File: config.mk
export PLATFORM = sky130hd
export DESIGN_NAME = rd_wait_responder_flat
export DESIGN_NICKNAME = d
export VERILOG_FILES = /design/src/rtl/rd_wait_responder_pkg.sv /design/src/rtl/rd_wait_responder_if.sv /design/src/rtl/rd_resp_mem.sv /design/src/rtl/rd_wait_responder.sv /design/src/flat_wrapper.sv
export SDC_FILE = /design/constraint.sdc
export NUM_CORES = 1
export LEC_CHECK = 0
export ABC_AREA = 1
export BUFFER_PORTS_ARGS = -buffer_cell sky130_fd_sc_hd__buf_2
export CAP_MARGIN = 40
export CORE_MARGIN = 2
export CORE_UTILIZATION = 50
export CTS_CLUSTER_DIAMETER = 30
export CTS_CLUSTER_SIZE = 20
export DETAILED_ROUTE_END_ITERATION = 16
export PLACE_DENSITY_LB_ADDON = 0.12
export SLEW_MARGIN = 5
export SYNTH_ARGS = -nofsm -noshare
export SYNTH_HDL_FRONTEND = slang
export SYNTH_SLANG_ARGS = --single-unit
File: constraint.sdc
create_clock -name clk -period 2.1 [get_ports clk]
set_input_delay 0.42 -clock clk [delete_from_list [all_inputs] [get_ports clk]]
set_output_delay 0.42 -clock clk [all_outputs]
set_load 0.01 [all_outputs]
File: src/rtl/rd_wait_responder_pkg.sv
// ---------------------------------------------------------------------------
// rd_resp_pkg : shared types and constants for rd_wait_responder
// Rev 1.0
// ---------------------------------------------------------------------------
`default_nettype none

package rd_resp_pkg;

    localparam int CNT_W      = 4;
    localparam int DEF_DATA_W = 8;
    localparam int DEF_ADDR_W = 4;

    typedef enum logic [1:0] {
        IDLE  = 2'b00,
        WAIT  = 2'b01,
        READY = 2'b10
    } state_t;

endpackage

`default_nettype wire

File: src/rtl/rd_wait_responder_if.sv
// ---------------------------------------------------------------------------
// rd_wait_responder_if : rd/ws/ds handshake plus storage write port
// Rev 1.0   (rpar present when RESP_PARITY_EN is defined)
// ---------------------------------------------------------------------------
`default_nettype none

interface rd_wait_responder_if #(
    parameter int DATA_W = rd_resp_pkg::DEF_DATA_W,
    parameter int ADDR_W = rd_resp_pkg::DEF_ADDR_W
);
    logic              rd;
    logic              ds;
    logic [ADDR_W-1:0] addr;
    logic              wr_en;
    logic [ADDR_W-1:0] waddr;
    logic [DATA_W-1:0] wdata;
    logic              ws;
    logic [DATA_W-1:0] rdata;
    logic              busy;
`ifdef RESP_PARITY_EN
    logic              rpar;
`endif

    modport master (
        output rd, ds, addr, wr_en, waddr, wdata,
        input  ws, rdata, busy
`ifdef RESP_PARITY_EN
        , input rpar
`endif
    );

    modport slave (
        input  rd, ds, addr, wr_en, waddr, wdata,
        output ws, rdata, busy
`ifdef RESP_PARITY_EN
        , output rpar
`endif
    );
endinterface

`default_nettype wire

File: src/rtl/rd_resp_mem.sv
// ---------------------------------------------------------------------------
// rd_resp_mem : synchronous-write register array, read value sampled by owner
// Rev 1.0
// ---------------------------------------------------------------------------
`default_nettype none

module rd_resp_mem
    import rd_resp_pkg::*;
#(
    parameter int DATA_W = DEF_DATA_W,
    parameter int ADDR_W = DEF_ADDR_W
) (
    input  wire logic              clk,
    input  wire logic              wr_en,
    input  wire logic [ADDR_W-1:0] waddr,
    input  wire logic [DATA_W-1:0] wdata,
    input  wire logic [ADDR_W-1:0] raddr,
    output logic      [DATA_W-1:0] rd_val
);

    logic [DATA_W-1:0] r_mem [2**ADDR_W];

    // The owner registers rd_val on the same edge a write may land, so it
    // always sees the pre-write contents (read-before-write).
    always_ff @(posedge clk) begin
        if (wr_en) begin
            r_mem[waddr] <= wdata;
        end
    end

    assign rd_val = r_mem[raddr];

endmodule

`default_nettype wire

File: src/rtl/rd_wait_responder.sv
// ---------------------------------------------------------------------------
// rd_wait_responder : target-side rd/ws/ds responder with fixed wait states
// Rev 1.0   (optional rpar output via RESP_PARITY_EN)
// ---------------------------------------------------------------------------
`default_nettype none

module rd_wait_responder
    import rd_resp_pkg::*;
#(
    parameter int DATA_W      = DEF_DATA_W,
    parameter int ADDR_W      = DEF_ADDR_W,
    parameter int WAIT_CYCLES = 3
) (
    input  wire logic         clk,
    input  wire logic         rst,
    rd_wait_responder_if.slave bus
);

    localparam logic             c_WS_IDLE   = (WAIT_CYCLES > 0);
    localparam logic [CNT_W-1:0] c_CNT_INIT  = CNT_W'(WAIT_CYCLES);
    localparam logic [CNT_W-1:0] c_CNT_ONE   = CNT_W'(1);

    if ((WAIT_CYCLES < 0) || (WAIT_CYCLES > 15)) begin : g_bad_wait
        $error("rd_wait_responder: WAIT_CYCLES must be in 0..15");
    end
    if (($bits(bus.rdata) != DATA_W) || ($bits(bus.addr) != ADDR_W)) begin : g_bad_if
        $error("rd_wait_responder: interface widths do not match parameters");
    end

    state_t              r_state;
    logic [CNT_W-1:0]    r_cnt;
    logic [ADDR_W-1:0]   r_addr_q;
    logic                r_ws;
    logic                r_busy;
    logic [DATA_W-1:0]   r_rdata;
    logic [ADDR_W-1:0]   w_raddr;
    logic [DATA_W-1:0]   w_rd_val;

    // Zero-wait accesses read straight from the live address in IDLE.
    assign w_raddr = (r_state == IDLE) ? bus.addr : r_addr_q;

    rd_resp_mem #(
        .DATA_W (DATA_W),
        .ADDR_W (ADDR_W)
    ) u_mem (
        .clk    (clk),
        .wr_en  (bus.wr_en),
        .waddr  (bus.waddr),
        .wdata  (bus.wdata),
        .raddr  (w_raddr),
        .rd_val (w_rd_val)
    );

    always_ff @(posedge clk or posedge rst) begin
        if (rst) begin
            r_state  <= IDLE;
            r_cnt    <= '0;
            r_addr_q <= '0;
            r_ws     <= c_WS_IDLE;
            r_busy   <= 1'b0;
            r_rdata  <= '0;
        end else begin
            case (r_state)
                IDLE: begin
                    if (bus.rd) begin
                        r_addr_q <= bus.addr;
                        r_busy   <= 1'b1;
                        if (WAIT_CYCLES > 0) begin
                            r_state <= WAIT;
                            r_cnt   <= c_CNT_INIT;
                            r_ws    <= 1'b1;
                        end else begin
                            r_state <= READY;
                            r_ws    <= 1'b0;
                            r_rdata <= w_rd_val;
                        end
                    end
                end
                WAIT: begin
                    if (!bus.rd) begin
                        r_state <= IDLE;
                        r_cnt   <= '0;
                        r_ws    <= 1'b1;
                        r_busy  <= 1'b0;
                    end else if (r_cnt > c_CNT_ONE) begin
                        r_cnt <= r_cnt - c_CNT_ONE;
                    end else begin
                        r_state <= READY;
                        r_cnt   <= '0;
                        r_ws    <= 1'b0;
                        r_rdata <= w_rd_val;
                    end
                end
                READY: begin
                    // ds takes priority over a still-high rd; re-accept needs IDLE.
                    if (bus.ds || !bus.rd) begin
                        r_state <= IDLE;
                        r_ws    <= c_WS_IDLE;
                        r_busy  <= 1'b0;
                    end
                end
                default: begin
                    r_state <= IDLE;
                    r_cnt   <= '0;
                    r_ws    <= c_WS_IDLE;
                    r_busy  <= 1'b0;
                end
            endcase
        end
    end

    assign bus.ws    = r_ws;
    assign bus.busy  = r_busy;
    assign bus.rdata = r_rdata;

`ifdef RESP_PARITY_EN
    logic r_rpar;

    always_ff @(posedge clk or posedge rst) begin
        if (rst) begin
            r_rpar <= 1'b0;
        end else if (((r_state == IDLE) && bus.rd && (WAIT_CYCLES == 0)) ||
                     ((r_state == WAIT) && bus.rd && (r_cnt <= c_CNT_ONE))) begin
            r_rpar <= ^w_rd_val;
        end
    end

    assign bus.rpar = r_rpar;
`endif

endmodule

`default_nettype wire

File: src/flat_wrapper.sv
// flat-port wrapper written by rule: the top's interface ports become plain ports
module rd_wait_responder_flat import rd_resp_pkg::*;
#(
    parameter int DATA_W      = DEF_DATA_W,
    parameter int ADDR_W      = DEF_ADDR_W,
    parameter int WAIT_CYCLES = 3
)
  (clk, rst, bus_rd, bus_ds, bus_addr, bus_wr_en, bus_waddr, bus_wdata, bus_ws, bus_rdata, bus_busy);
  rd_wait_responder_if #(.DATA_W(DATA_W), .ADDR_W(ADDR_W)) bus_i ();
  input  wire logic clk;
  input  wire logic rst;
  input wire logic [$bits(bus_i.rd)-1:0] bus_rd;
  input wire logic [$bits(bus_i.ds)-1:0] bus_ds;
  input wire logic [$bits(bus_i.addr)-1:0] bus_addr;
  input wire logic [$bits(bus_i.wr_en)-1:0] bus_wr_en;
  input wire logic [$bits(bus_i.waddr)-1:0] bus_waddr;
  input wire logic [$bits(bus_i.wdata)-1:0] bus_wdata;
  output wire logic [$bits(bus_i.ws)-1:0] bus_ws;
  output wire logic [$bits(bus_i.rdata)-1:0] bus_rdata;
  output wire logic [$bits(bus_i.busy)-1:0] bus_busy;
  assign bus_i.rd = bus_rd;
  assign bus_i.ds = bus_ds;
  assign bus_i.addr = bus_addr;
  assign bus_i.wr_en = bus_wr_en;
  assign bus_i.waddr = bus_waddr;
  assign bus_i.wdata = bus_wdata;
  assign bus_ws = bus_i.ws;
  assign bus_rdata = bus_i.rdata;
  assign bus_busy = bus_i.busy;
  rd_wait_responder #(.DATA_W(DATA_W), .ADDR_W(ADDR_W), .WAIT_CYCLES(WAIT_CYCLES)) u_core (.clk(clk), .rst(rst), .bus(bus_i));
endmodule
== Yosys cells after proc, flatten, opt, wreduce, memory -nomap -nowiden ==
Memory sizes are Yosys's and may differ from the RTL's. A register that Yosys moved wholly into a read port is not among the register bits.
Cells that the tools add are included.

* Add/sub/neg operators: 1
* Multiply operators: 0
* Div/mod/pow operators: 0
* Order comparisons: 1
* Eq/ne operators: 6
* Shifts and indexed selects: 0
* Mux-type cells: 20
* Bitwise logic cells: 2
* Reductions and logical operators: 8

{| class="wikitable"
|+ Operator list
! cell !! count
|-
| $mux W4 || 4
|-
| $pmux W4 S3 || 1
|-
| $reduce_and A3 Y1 || 3
|-
| $mux W1 || 8
|-
| $mux W2 || 4
|-
| $pmux W1 S3 || 2
|-
| $pmux W2 S3 || 1
|-
| $gt A4 B1 Y1 const B || 1
|-
| $ne A2 B2 Y1 const B || 2
|-
| $reduce_and A2 Y1 || 2
|-
| $sub A4 B1 Y4 const B || 1
|-
| $ne A3 B3 Y1 const B || 1
|-
| $eq A2 B1 Y1 const B || 1
|-
| $eq A2 B2 Y1 const B || 1
|-
| $logic_not A2 Y1 || 1
|-
| $ne A2 B1 Y1 const B || 1
|-
| $not A1 Y1 || 2
|-
| $logic_not A1 Y1 || 1
|-
| $logic_or A1 B1 Y1 || 1
|}

* Register bits: 12
* Latch bits: 0
* RAM bits: 128
* Bits in read-only memories: 0
* Input port bits: 21
* Word-level logic and storage cells: 44
* Memories kept: 1

{| class="wikitable"
|+ Memories
! name !! words !! bits a word !! read ports !! clocked after Yosys merged registers in !! write ports !! line !! text
|-
| u_core.u_mem.r_mem || 16 || 8 || 1 || 1 || 1 || rd_resp_mem.sv:21 || <nowiki>logic [DATA_W-1:0] r_mem [2**ADDR_W];</nowiki>
|}

== Logic depth before layout (Yosys ltp) ==
* Depth in word-level cells: 4
* Depth in mapped cells: 13
* Gate-level depth less buffers: 11

== Cells and area by module ==
A second synthesis with hierarchy kept.

* Cell total of the unflattened synthesis: 665
* Area, all modules: 6612.6 um^2

{| class="wikitable"
|+ By module, submodules not included
! module !! times used !! cells an instance !! area each (um^2)
|-
| rd_resp_mem || 1 || 543 || 5606.6
|-
| rd_wait_responder || 1 || 122 || 1006.0
|}

== Least setup slack after synthesis ==
Ideal clock, no wire load.

* Kind: reg-to-reg
* Start point: register u_core.r_state[0]
* End point: register u_core.r_rdata[1] (netlist: u_core.bus.rdata[1]), read port of u_core.u_mem.r_mem
* Library setup time: 0.117 ns
* Arrival time: 1.458 ns
* Setup slack: 0.525 ns
* Stages on the path, launching flop included: 13
* Path buffers: 2
* Period minus slack after synthesis: 1.575 ns
* Path through: dfrtp_1 > nor2_4 > nand2_2 > nand2_2 > buf_6 > buf_6 > nand2_1 > nand3_1 > nand3_1 > nand3_1 > nand2_1 > nand2_1 > nand2_1

* Longest elaborated chain between the ends: 2
* Elaborated cells on any way between the ends: 4
* Classes of those cells: 1 x eq/ne; 1 x mux; 2 x reduce/logical

{| class="wikitable"
|+ Ends and longest elaborated chain
! item !! line !! text
|-
| start, declared || rd_wait_responder.sv:30 || <nowiki>state_t r_state;</nowiki>
|-
| start signal, assigned || rd_wait_responder.sv:56 || <nowiki>r_state <= IDLE;</nowiki>
|-
| start signal, assigned || rd_wait_responder.sv:69 || <nowiki>r_state <= WAIT;</nowiki>
|-
| start signal, assigned || rd_wait_responder.sv:73 || <nowiki>r_state <= READY;</nowiki>
|-
| $eq A2 B1 Y1 / $logic_not A2 Y1 (equally long branches) || rd_wait_responder.sv:63, rd_wait_responder.sv:40 ||
|-
| $reduce_and A3 Y1 (no source line) / $mux W4 (equally long branches) || - ||
|-
| end, declared || rd_wait_responder.sv:35 || <nowiki>logic [DATA_W-1:0] r_rdata;</nowiki>
|}

Several ways; a longest one is shown, not always the timed one.
A chain may end at the register's enable or synchronous reset.

== Final worst setup path ==
* Start point: register u_core.r_state[1]
* End point: register u_core.r_rdata[3] (netlist: u_core.bus.rdata[3]), read port of u_core.u_mem.r_mem

The elaborated chain is that of the path after synthesis.

==> impl_metrics.yaml <==
clock_tree:
  clk_pin_slew_ns: 0.06
  cts_tree: "built"
  clk_latency_ns: 0.43
  cts_made_buffers: 17
  cts_sinks: 148
  cts_root_buffer: "clkbuf_16"
  cts_hold_buf: 0
  cts_max_level: 4
  cts_setup_buffers: 0
  ctsLongestPathBuffers: 2
hold_path:
  hold_class: "in -> async"
place:
  gp_congestion: 0.869
  placed_area_sq_um: 7160
  dp_cells: 880
  io_buffers: 30
  dpl.hpwl_mm: 10.2
layout:
  insertedDiodeCount: 0
  layout_common_cells: "nand3_1 (153), inv_1 (145), nand2_1 (138)"
  fillerInstances: 1158
  syn_to_final_growth_pct: 16.0
  instances_no_fill: 912
  design_area_sq_um: 7730
  multiInputGateArea_sq_um: 1620
  seq_area_sq_um: 4350
  nNetsFinal: 746
  final_common_cell: "nand3_1"
  drive_gt1_share_pct: 14.1
routing:
  drc: 0
  wire_per_inst_um: 17.4
  drt-pass1-iter-count: 5
  wl_mm: 15.9
  vias: 4678
  postRouteAntennaNets: 0
  drt-initial-drc-count: 407
  vias_per_cell: 5.13
global_route:
  gr-usage-all-layers_pct: 24.0
  grt_overflow_total: 0
  antenna_found_initial: 0
  grt_pass1_vias: 4533
  grt_max_degree: 41
  grt_pass1_wl_mm: 25.0
yosys:
  ys_types: 25
  yosysWarnings: 0
  synth_cells: 669
  synth_area_sq_um: 6660
  yosys_register_bits: 148
  syn_avg_cell_area_sq_um: 9.96
  ys_seq_area_share_pct: 65.2
  syn_nets: 692
worst_setup_path:
  crit_type: "reg -> reg"
  crit_fanout: 23
  cpMostUsedCell: "nand2_1"
  cp_cell_sequence: "inv_1 > nand2_2 > nand2_4 > nand2_2 > buf_12 > nand2_1 > nand3_1 > nand3_1 > nand3_1 > nand2_1 > nand2_1 > nand2_1"
  ff2ff_setup_slack_ns: 0.21
  worst_path_largest_cell_delay_ns: 0.43
  required_ns: 2.42
  crit_family: "simple AND/OR/NAND/NOR gates"
  startpoint_type: "register"
  path_buf_inv: 2
  cp_slowest_cell: "dfrtp_1"
  worst_setup_path_end_kind: "register"
  arrival_ns: 2.21
sta:
  finalCriticalPeriod_ns: 1.89
  max-slew-margin-rel_pct: 47.3
  period_share_pct: 90.0
  max_freq_ghz: 0.529
  slew_viol_final: 0
  tns_ns: 0
  rsz0062_at_grt: "false"
  final-setup-viol-count: 0
  worst_pin_slew_ns: 0.790
  fin_skew_ns: 0.00604
  finalHoldViolCount: 0
run_status:
  status: "complete, no violations"
die:
  dieArea_sq_um: 14300
  rows: 42
  die_h_um: 119
  start_util_pct: 50.7
  die-width_um: 119
  core_area_sq_um: 13100
  io_pins: 31
pwr:
  p_per_area_nw_per_um2: 1360
  peakVddDrop_mv: 0.717
  p_leak_nw: 3.50
  p_total_mw: 10.5
flow_run:
  cap_violations: 0
[registers in the layout (all words and copies together), names as in the netlist]
register,cells
u_core.bus.busy,1
u_core.bus.rdata,8
u_core.r_state,2
u_core.r_addr_q,4
u_core.bus.ws,1
u_core.r_cnt,4
u_core.u_mem.r_mem,128
[metal layers]
metal	vias to the layer above	track usage (%)	part of all wire (%)
met5	-	0	0
met4	0	9.26	2.1
met3	25	5.08	7.2
met2	185	38.1	47
met1	2182	32.8	44
li1	2286	-	-
[power breakdown]
group          switching (mW)  internal, mW  leakage (nW)  total (mW)
Clock                    1.17          1.73         0.280        2.90
Sequential              0.141          3.43          1.41        3.57
Combinational            2.70          1.37          1.81        4.07
[cell usage after synthesis]
| cell type | number | area [sq um] |
|---|---|---|
| nor2_4 | 1 | 11.3 |
| ha_1 | 2 | 25.0 |
| o21ai_0 | 9 | 45.0 |
| inv_2 | 2 | 7.51 |
| o21ai_2 | 3 | 26.3 |
| nor3_1 | 3 | 15.0 |
| inv_1 | 145 | 544 |
| nor2_1 | 22 | 82.6 |
| buf_4 | 5 | 37.5 |
| edfxtp_1 | 128 | 3840 |
| nor4_1 | 1 | 6.26 |
| nand3_1 | 153 | 766 |
| o21ai_1 | 1 | 5.00 |
| nand3b_1 | 2 | 15.0 |
| dfstp_2 | 1 | 26.3 |
| nand2_1 | 138 | 518 |
| buf_6 | 3 | 33.8 |
| and3_1 | 2 | 12.5 |
| buf_2 | 15 | 75.1 |
| dfrtp_1 | 19 | 475 |
| o221ai_1 | 1 | 8.76 |
| nand2_4 | 1 | 11.3 |
| a21boi_0 | 1 | 7.51 |
| a21oi_1 | 5 | 25.0 |
| nand2_2 | 6 | 37.5 |
[stage by stage]
step / hold WS [ns] / util [%] / worst slack (ns)
floorplan: 0.383 / - / 0.525
global placement: 0.460 / 54.5 / 0.147
detailed placement: 0.461 / 54.5 / 0.113
CTS: 0.159 / 58.8 / 0.0967
global route: 0.197 / 58.8 / 0.0775
finish: 0.134 / 58.8 / 0.210
[kinds of logic (layout without fill, tap and decap cells)]
logic type	Yosys count	count (layout)	synth area share [%]
flops	148	148	65.2
compound gates	20	20	1.77
fa+ha+maj	2	2	0.376
simple gates	329	329	22.1
buf+inv	170	237	10.5
[worst paths after layout]
check	start	to	cells after the start
min reg2reg	u_core.bus.busy$_DFFE_PP0P_	u_core.bus.busy$_DFFE_PP0P_	2
min in group clk	bus_addr[2]	u_core.r_addr_q[2]$_DFFE_PP0P_	3
max reg2reg	u_core.r_state[1]$_DFFE_PP0P_	u_core.bus.rdata[3]$_DFFE_PP0P_	12
max	u_core.r_state[1]$_DFFE_PP0P_	u_core.bus.rdata[3]$_DFFE_PP0P_	12
min	rst	u_core.bus.rdata[7]$_DFFE_PP0P_	2
max in group asynchronous	rst	u_core.r_state[1]$_DFFE_PP0P_	2
[final cells by class]
cell class	count	area share, %
flip-flops and latches	148	56.2
multi-input cells	351	21.0
inverters	147	7.14
repair buffers	58	5.52
clock buffers	17	5.50
well taps	176	2.85
clock inverters	15	1.81
[repair_timing]
item / CTS / global route
endpoints found under the setup margin: 0 / 8
endpoints found under the hold margin: 0 / 0
resized for setup: 0 / 2
(Power assumes the default switching activity.)
